==> config.mk <==
export PLATFORM = sky130hd
export DESIGN_NAME = tt_pin_exerciser
export DESIGN_NICKNAME = d
export VERILOG_FILES = /design/src/rtl/tt_exerciser_pkg.sv /design/src/rtl/tt_lfsr16.sv /design/src/rtl/tt_pin_exerciser.sv
export SDC_FILE = /design/constraint.sdc
export NUM_CORES = 1
export LEC_CHECK = 0
export ABC_AREA = 0
export BUFFER_PORTS_ARGS = -buffer_cell sky130_fd_sc_hd__buf_2
export CAP_MARGIN = 10
export CORE_ASPECT_RATIO = 0.8
export CORE_UTILIZATION = 44
export DETAILED_ROUTE_END_ITERATION = 8
export GPL_TIMING_DRIVEN = 0
export PLACE_DENSITY_LB_ADDON = 0.15
export SYNTH_ARGS = -nofsm -noshare
export SYNTH_HDL_FRONTEND = slang
export SYNTH_SLANG_ARGS = --single-unit
==> constraint.sdc <==
create_clock -name clk -period 2.1 [get_ports clk]
set_clock_uncertainty 0.15 [all_clocks]
set_input_delay 0.42 -clock clk [delete_from_list [all_inputs] [get_ports clk]]
set_output_delay 0.42 -clock clk [all_outputs]
set_load 0.05 [all_outputs]
==> src/rtl/tt_exerciser_pkg.sv <==
// tt_exerciser_pkg
// Shared definitions for the TinyTapeout pin exerciser:
//   - state_t    : exerciser run states
//   - LFSR_MASK  : Galois feedback mask for the 16-bit stimulus LFSR
//   - MISR_POLY  : feedback polynomial for the ACTIVE-phase signature
//   - OE_ALL_IN / OE_ALL_OUT : expected uio_oe values per phase
//   - misr_next  : one signature compaction step
package tt_exerciser_pkg;

  typedef enum logic [2:0] {
    IDLE,
    DUT_RST,
    PASSTHRU,
    ACTIVE,
    DONE
  } state_t;

  localparam logic [15:0] LFSR_MASK  = 16'hB400;
  localparam logic [15:0] MISR_POLY  = 16'h1021;
  localparam logic [7:0]  OE_ALL_IN  = 8'h00;
  localparam logic [7:0]  OE_ALL_OUT = 8'hFF;

  // Shift the signature left, fold the polynomial back in when the MSB
  // falls off, then absorb the 16 bits of DUT output for this cycle.
  function automatic logic [15:0] misr_next(input logic [15:0] sig,
                                            input logic [15:0] din);
    return {sig[14:0], 1'b0} ^ (sig[15] ? MISR_POLY : 16'h0000) ^ din;
  endfunction

endpackage

==> src/rtl/tt_lfsr16.sv <==
// tt_lfsr16
// 16-bit right-shifting Galois LFSR used as the stimulus source.
// Ports:
//   clk   : clock
//   rst_n : synchronous active-low reset, returns the register to SEED
//   load  : reload SEED (has priority over step)
//   step  : advance the sequence by one position
//   state : current LFSR contents
module tt_lfsr16
  import tt_exerciser_pkg::*;
#(
  parameter logic [15:0] SEED = 16'hACE1
) (
  input  logic        clk,
  input  logic        rst_n,
  input  logic        load,
  input  logic        step,
  output logic [15:0] state
);

  // The register only moves when asked to: reload wins over step so a
  // fresh run always starts from the seed, and the feedback mask is
  // applied whenever a one shifts out of the bottom.
  always_ff @(posedge clk) begin
    if (!rst_n) begin
      state <= SEED;
    end else if (load) begin
      state <= SEED;
    end else if (step) begin
      state <= {1'b0, state[15:1]} ^ (state[0] ? LFSR_MASK : 16'h0000);
    end
  end

endmodule

==> src/rtl/tt_pin_exerciser.sv <==
// tt_pin_exerciser
// Harness-side initiator for a TinyTapeout user module. It resets the user
// design, runs a PASSTHRU phase (ui_in[0]=0, outputs must mirror uio_in with
// uio fully tristated) and an ACTIVE phase (ui_in[0]=1, uio must be fully
// driven, outputs folded into a signature), then reports the result.
// Ports:
//   clk, rst_n           : clock, synchronous active-low reset
//   start                : run request, honoured only in IDLE or DONE
//   busy, done, pass     : run status (pass valid while done)
//   err_count            : mismatching vectors, saturating at 255
//   signature            : MISR over ACTIVE-phase {uio_out, uo_out}
//   dut_rst_n, dut_ena   : control pins toward the user design
//   dut_ui_in, dut_uio_in: stimulus pins toward the user design
//   dut_uo_out, dut_uio_out, dut_uio_oe : responses from the user design
module tt_pin_exerciser
  import tt_exerciser_pkg::*;
#(
  parameter int unsigned NUM_VECTORS = 256,
  parameter int unsigned RST_CYCLES  = 4,
  parameter logic [15:0] LFSR_SEED   = 16'hACE1
) (
  input  logic        clk,
  input  logic        rst_n,
  input  logic        start,
  output logic        busy,
  output logic        done,
  output logic        pass,
  output logic [7:0]  err_count,
  output logic [15:0] signature,
  output logic        dut_rst_n,
  output logic        dut_ena,
  output logic [7:0]  dut_ui_in,
  output logic [7:0]  dut_uio_in,
  input  logic [7:0]  dut_uo_out,
  input  logic [7:0]  dut_uio_out,
  input  logic [7:0]  dut_uio_oe
);

  localparam logic [15:0] LAST_VEC = 16'(NUM_VECTORS - 1);
  localparam logic [15:0] LAST_RST = 16'(RST_CYCLES - 1);

  state_t      state;
  logic        launch;
  logic [15:0] cnt;
  logic [15:0] lfsr;
  logic        lfsr_load;
  logic        lfsr_step;
  logic        last_vec;
  logic        vec_bad;
  logic [7:0]  err_next;
  logic        unused_lfsr_lsb;

  // Bit 0 of the LFSR is replaced by the phase flag on ui_in[0].
  assign unused_lfsr_lsb = lfsr[0];

  tt_lfsr16 #(
    .SEED(LFSR_SEED)
  ) u_lfsr (
    .clk  (clk),
    .rst_n(rst_n),
    .load (lfsr_load),
    .step (lfsr_step),
    .state(lfsr)
  );

  // Per-cycle decisions: when to reseed or advance the LFSR and whether the
  // vector currently on the pins produced a bad response. The LFSR steps on
  // exactly the edges that load a new vector onto the pins, so the pins
  // always show the value the LFSR held just before that edge.
  always_comb begin
    lfsr_load = 1'b0;
    lfsr_step = 1'b0;
    vec_bad   = 1'b0;
    last_vec  = (cnt == LAST_VEC);
    case (state)
      IDLE, DONE: begin
        lfsr_load = start && !launch;
      end
      DUT_RST: begin
        lfsr_step = (cnt == LAST_RST);
      end
      PASSTHRU: begin
        lfsr_step = 1'b1;
        vec_bad   = (dut_uo_out != dut_uio_in) ||
                    (dut_uio_oe != OE_ALL_IN) ||
                    (dut_uio_out != 8'h00);
      end
      ACTIVE: begin
        lfsr_step = !last_vec;
        vec_bad   = (dut_uio_oe != OE_ALL_OUT);
      end
      default: begin
        lfsr_load = 1'b0;
      end
    endcase
    err_next = (vec_bad && (err_count != 8'hFF)) ? err_count + 8'd1 : err_count;
  end

  // Run sequencer with registered outputs. A start request first spends one
  // cycle in IDLE with 'launch' set (results cleared, LFSR reseeded) so busy
  // rises one edge after start is sampled; the whole run then follows that
  // offset: DUT reset for RST_CYCLES, NUM_VECTORS passthrough vectors and
  // NUM_VECTORS active vectors, with no stalls. The final ACTIVE vector is
  // left on the pins once the run is over.
  always_ff @(posedge clk) begin
    if (!rst_n) begin
      state      <= IDLE;
      launch     <= 1'b0;
      cnt        <= 16'd0;
      busy       <= 1'b0;
      done       <= 1'b0;
      pass       <= 1'b0;
      err_count  <= 8'd0;
      signature  <= 16'd0;
      dut_rst_n  <= 1'b0;
      dut_ena    <= 1'b0;
      dut_ui_in  <= 8'd0;
      dut_uio_in <= 8'd0;
    end else begin
      case (state)
        IDLE: begin
          if (launch) begin
            launch    <= 1'b0;
            state     <= DUT_RST;
            busy      <= 1'b1;
            dut_rst_n <= 1'b0;
            dut_ena   <= 1'b1;
            cnt       <= 16'd0;
          end else begin
            dut_rst_n <= 1'b0;
            dut_ena   <= 1'b0;
            if (start) begin
              launch    <= 1'b1;
              err_count <= 8'd0;
              signature <= 16'd0;
            end
          end
        end
        DUT_RST: begin
          if (cnt == LAST_RST) begin
            cnt        <= 16'd0;
            state      <= PASSTHRU;
            dut_rst_n  <= 1'b1;
            dut_ui_in  <= {lfsr[7:1], 1'b0};
            dut_uio_in <= lfsr[15:8];
          end else begin
            cnt <= cnt + 16'd1;
          end
        end
        PASSTHRU: begin
          err_count  <= err_next;
          dut_uio_in <= lfsr[15:8];
          if (last_vec) begin
            cnt       <= 16'd0;
            state     <= ACTIVE;
            dut_ui_in <= {lfsr[7:1], 1'b1};
          end else begin
            cnt       <= cnt + 16'd1;
            dut_ui_in <= {lfsr[7:1], 1'b0};
          end
        end
        ACTIVE: begin
          err_count <= err_next;
          signature <= misr_next(signature, {dut_uio_out, dut_uo_out});
          if (last_vec) begin
            cnt   <= 16'd0;
            state <= DONE;
            busy  <= 1'b0;
            done  <= 1'b1;
            pass  <= (err_next == 8'd0);
          end else begin
            cnt        <= cnt + 16'd1;
            dut_ui_in  <= {lfsr[7:1], 1'b1};
            dut_uio_in <= lfsr[15:8];
          end
        end
        DONE: begin
          if (start) begin
            state     <= IDLE;
            launch    <= 1'b1;
            done      <= 1'b0;
            pass      <= 1'b0;
            dut_rst_n <= 1'b0;
            dut_ena   <= 1'b0;
            err_count <= 8'd0;
            signature <= 16'd0;
          end
        end
        default: begin
          state <= IDLE;
        end
      endcase
    end
  end

endmodule
### After elaboration in Yosys (flattened, before gate mapping)

Index checks and enable logic that the tools add are counted.

* equal/unequal tests: 16
* add/subtract/negate cells: 2
* mux-type cells: 45
* reduce and logical (&&, ||, !) cells: 30
* bitwise operators: 4

Operators with widths (number)
* $mux W16: 6
* $pmux W16 S3: 2
* $pmux W8 S3: 3
* $mux W8: 7
* $add A16 B1 Y16 const B: 1
* $eq A16 B2 Y1 const B: 1
* $eq A16 B8 Y1 const B: 1
* $ne A8 B8 Y1 const B: 2
* $reduce_bool A8 Y1: 2
* $xor A15 B16 Y16: 1
* $xor A16 B13 Y16: 1
* $xor A16 B16 Y16: 1
* $mux W3: 5
* $pmux W3 S5: 1
* $reduce_bool A3 Y1: 5
* $ne A2 B2 Y1 const B: 7
* $mux W13: 1
* $mux W1: 12
* $pmux W1 S2: 6
* $reduce_and A3 Y1: 4
* $add A8 B1 Y8 const B: 1
* $logic_not A8 Y1: 1
* $ne A8 B8 Y1: 1
* $reduce_and A2 Y1: 4
* 12 further kinds: 21

* register bits: 81
* word-level logic and storage cells: 110
* output and inout port bits: 45
* input bits: 27

### Longest topological paths before layout

* depth in word-level cells: 9
* mapped depth: 9
* mapped depth without buffers: 8

### Hierarchy

Synthesis repeated with hierarchy kept, for this count alone.

* cells, all modules: 432
* area, all modules: 3831.2 um^2

By module, submodules not included
* tt_pin_exerciser: cells an instance 373, seq. area each 1301.2 um^2, area each 3180.6 um^2, instances 1
* tt_lfsr16: cells an instance 59, seq. area each 320.3 um^2, area each 650.6 um^2, instances 1

### Least setup slack after synthesis

No wires, ideal clock.

* path type: register -> register
* start: register err_count[0]
* end: register err_count[5]
* required time: 1.880 ns
* library setup time: 0.070 ns
* period minus slack after synthesis: 2.383 ns
* stages on the path, launching flop included: 9
* path buffers: 0
* slack: -0.283 ns
* arrival time: 2.163 ns
* path through: dfxtp_1 ha_1 and3_4 and3_4 a31o_1 a21oi_4 nand4_1 mux2_2 a21boi_1

* word-level cells in the longest chain between the ends: 4
* elaborated cells between the ends (all ways): 5
* classes of those cells: add/sub: 1; eq/ne: 1; mux: 2; reduce/logical: 1

RTL lines
* start, declared: RTL line tt_pin_exerciser.sv:28 `output logic [7:0] err_count,`
* start signal, assigned: RTL line tt_pin_exerciser.sv:151 `err_count <= err_next;`
* start signal, assigned: RTL line tt_pin_exerciser.sv:163 `err_count <= err_next;`
* parallel branches: the longest is 2 deep, another holds $add A8 B1 Y8
* $mux W8 *: RTL line tt_pin_exerciser.sv:96 `err_next = (vec_bad && (err_count != 8'hFF)) ? err_count + 8'd1 : err_count;`
* $pmux W8 S3 *: RTL line tt_pin_exerciser.sv:120 `case (state)`

Mark *: on every way between the ends.
A chain may end at the register's enable or synchronous reset.

### Worst setup path in the final report

* start: register cnt[9]
* end: register dut_ui_in[0]

* word-level cells in the longest chain between the ends: 3
* elaborated cells between the ends (all ways): 7
* classes of those cells: eq/ne: 4; mux: 2; reduce/logical: 1

RTL lines
* start, declared: RTL line tt_pin_exerciser.sv:44 `logic [15:0] cnt;`
* start signal, assigned: RTL line tt_pin_exerciser.sv:147 `cnt <= cnt + 16'd1;`
* start signal, assigned: RTL line tt_pin_exerciser.sv:158 `cnt <= cnt + 16'd1;`
* start signal, assigned: RTL line tt_pin_exerciser.sv:172 `cnt <= cnt + 16'd1;`
* $eq A16 B8 Y1 or $eq A16 B2 Y1 (tied branches): RTL line tt_pin_exerciser.sv:74, tt_pin_exerciser.sv:140
* $mux W1 or $ne A2 B2 Y1 (tied branches)
* $pmux W8 S3 or $reduce_and A3 Y1 (tied branches)
* end signal, assigned: RTL line tt_pin_exerciser.sv:156 `dut_ui_in <= {lfsr[7:1], 1'b1};`
* end signal, assigned: RTL line tt_pin_exerciser.sv:159 `dut_ui_in <= {lfsr[7:1], 1'b0};`
* end signal, assigned: RTL line tt_pin_exerciser.sv:173 `dut_ui_in <= {lfsr[7:1], 1'b1};`
* end, declared: RTL line tt_pin_exerciser.sv:32 `output logic [7:0] dut_ui_in,`

Parallel ways exist; a longest one is shown, timed or not.

==> flow_metrics.py <==
metrics = {
    "detailed_routing": {
        "first_pass_iters": 5,
        "vias": 3415,
        "drtIter0Drc": 179,
        "drtAntennaViolNets": 0,
        "drc": 0,
        "wire_per_inst_um": 14.83,
        "viasPerCell": 5.270,
        "wl_mm": 9.613,
    },
    "logic_synthesis": {
        "syn_avg_cell_area_um2": 8.822,
        "syn-num-nets": 463,
        "synth-async-reset-ratio": 0,
        "synth-edff-count": 0,
        "synth_area_mm2": 0.003829,
        "yosysTopAreaCell": "dfxtp_1",
        "yosysSeqAreaShare": 0.4235,
        "yosysMostFrequentCell": "dfxtp_1",
        "synth_top_area_share": 0.4235,
        "syn_inst": 434,
        "yosysUniqueCellTypes": 58,
        "synthTopCellsByArea": "dfxtp_1 42%, nand2_1 5.4%, xnor2_1 5.0%",
        "synth_ff_type": "dfxtp_1",
        "ys_warn_count": 0,
        "synth_common_cells": "81 x dfxtp_1, 55 x nand2_1, 37 x nand3_1",
        "ys_ff_latch": 81,
    },
    "clock_tree": {
        "holdBufCountCts": 0,
        "cts_max_level": 3,
        "clock_path_buffers": 2,
        "cts_buffers": 9,
        "clock-sinks": 81,
        "tritoncts": "done",
        "root_buffer": "clkbuf_8",
        "path_clk_slew_ns": 0.09,
        "insertion_delay_ns": 0.36,
    },
    "grt": {
        "grt_max_degree": 17,
        "grt_pass1_wl_mm": 14.99,
        "grt_overflow": 0,
        "grt_pass1_vias": 3033,
        "antenna_found_initial": 0,
        "track_usage": 0.2102,
    },
    "pwr": {
        "power_leakage_nw": 2.051,
        "vdd_ir_drop_max_mv": 0.3905,
        "powerDensity_mw_per_mm2": 614.1,
        "total_power_mw": 2.999,
    },
    "floorplanning": {
        "start_util": 0.4533,
        "core-area_mm2": 0.008446,
        "die_w_um": 106.3,
        "ios": 72,
        "die-area_mm2": 0.009081,
        "row_count": 30,
        "die_y_um": 85.44,
    },
    "placed_design": {
        "port_buffers": 71,
        "postPlaceCellArea_mm2": 0.004347,
        "place_ws_ns": -0.3640,
        "dp_hpwl_mm": 6.788,
        "place_congestion": 0.7704,
    },
    "sta": {
        "setup_viol": 0,
        "fin_ws_ns": 0.02819,
        "slew_headroom": 0.5324,
        "hold_viol_final": 0,
        "fin_crit_sh": 0.9866,
        "max_freq_mhz": 482.7,
        "setup_tns_ns": 0,
        "period_needed_ns": 2.072,
        "worst_pin_slew_ns": 0.6967,
        "rsz0062_at_grt": "yes",
        "slew_violations": 0,
    },
    "layout": {
        "syn_to_final_growth_pct": 27.55,
        "nets": 560,
        "final_util": 0.5782,
        "drive_gt1_frac": 0.3153,
        "finish.instance_area_mm2": 0.004883,
        "num_antenna_cells": 0,
    },
    "worst_setup_path": {
        "worstPathArrival_ns": 2.23,
        "endpoint_kind": "flop",
        "slowest_delay_ns": 0.37,
        "path_cells": "nor4_4 > and4b_1 > and3_4 > and2b_2 > o21ba_4 > buf_8 > o2111ai_2 > nand2_1",
        "crit_path_start_kind": "flop",
        "crit_fanout": 8,
        "worst-endpoint-required_ns": 2.25,
        "cp_slowest_cell": "dfxtp_4",
        "crit_type": "reg -> reg",
    },
    "min_path": {
        "hold_path_class": "in -> reg",
    },
    "outcome": {
        "outcome": "finished clean",
    },
    "flow_run": {
        "drv_cap": 0,
    },
}
==> routing by layer <==
metal	share of wire	up-vias	GRT usage
li1	-	1724	-
met1	0.49	1620	0.2968
met2	0.46	67	0.3247
met3	0.045	4	0.04147
met4	0.0055	0	0.06061
met5	0	-	0
==> power breakdown <==
group / switching [mW] / total (mW) / leakage, nW / internal [mW]
logic: 0.156 / 0.251 / 1.28 / 0.0944
registers: 0.00934 / 1.55 / 0.659 / 1.54
clock network: 0.622 / 1.20 / 0.107 / 0.576
total: 0.787 / 3.00 / 2.05 / 2.21
==> logic make-up after synthesis <==
group,count (synthesis),synth area share
simple gates,201,0.2814
flops,81,0.4235
compound gates,80,0.1484
xor+xnor,43,0.09837
buf+inv,24,0.03333
mux,3,0.008496
fa+ha+maj,2,0.006535
==> per-stage QoR <==
step | hold slack [ns] | std cells
finish | 0.2459 | 648
CTS | 0.2298 | 637
floorplan | 0.2804 | 434
global route | 0.2600 | 648
detailed placement | 0.2948 | 617
global placement | 0.2873 | 617
==> worst max-delay path: cells and delay by family (launching register included) <==
family / cells / cell delay (ns)
and+or+nand+nor: 5 / 0.99
DFF: 1 / 0.37
AOI/OAI and AO/OA: 2 / 0.35
buffers and inverters: 1 / 0.15
==> path summary, 6_finish.rpt <==
check | from | end | slack, ns | cells after the start
worst min-delay path | rst_n | cnt[14] | 0.25 | 3
worst max register to register | cnt[9] | dut_ui_in[0] | 0.03 | 8
worst min register to register | dut_ui_in[5] | dut_ui_in[5] | 0.31 | 2
worst max-delay path | cnt[9] | dut_ui_in[0] | 0.03 | 8
==> state kept, by name (all words and copies together) (netlist names) <==
| name | flops |
|---|---|
| state | 3 |
| pass | 1 |
| launch | 1 |
| busy | 1 |
| signature | 16 |
| dut_rst_n | 1 |
| u_lfsr.state | 16 |
| dut_uio_in | 8 |
| dut_ui_in | 8 |
| done | 1 |
| cnt | 16 |
| dut_ena | 1 |
| err_count | 8 |
==> layout make-up <==
type                            instances  area, µm²
Clock inverter                          7      85.08
Timing Repair Buffer                   86      493.0
Tap cell                              112      140.1
Multi-Input combinational cell        329       2246
Inverter                                1      3.754
Buffer                                 23      150.1
Clock buffer                            9      123.9
Sequential cell                        81       1642
Fill cell                             789       3562
==> layout by cell type, fill, tap and decap left out, types with 10 or more instances in the layout <==
| cell | instances |
|---|---|
| buf_2 | 74 |
| dfxtp_1 | 71 |
| nand2_1 | 53 |
| nand3_1 | 33 |
| nor2b_1 | 24 |
| nor2_1 | 22 |
| xnor2_1 | 22 |
| xor2_1 | 21 |
| a22oi_1 | 19 |
| buf_4 | 14 |
| a21oi_1 | 13 |
| clkbuf_1 | 11 |
| nand4_1 | 10 |
==> repair_timing <==
item	4_1_cts	5_1_grt
setup buffers	4	9
endpoints found under the setup margin	24	61
gates resized for setup	4	50
pin swaps	2	28
gates cloned	0	2
endpoints found under the hold margin	0	0
Power figures use the tool's default switching activity.
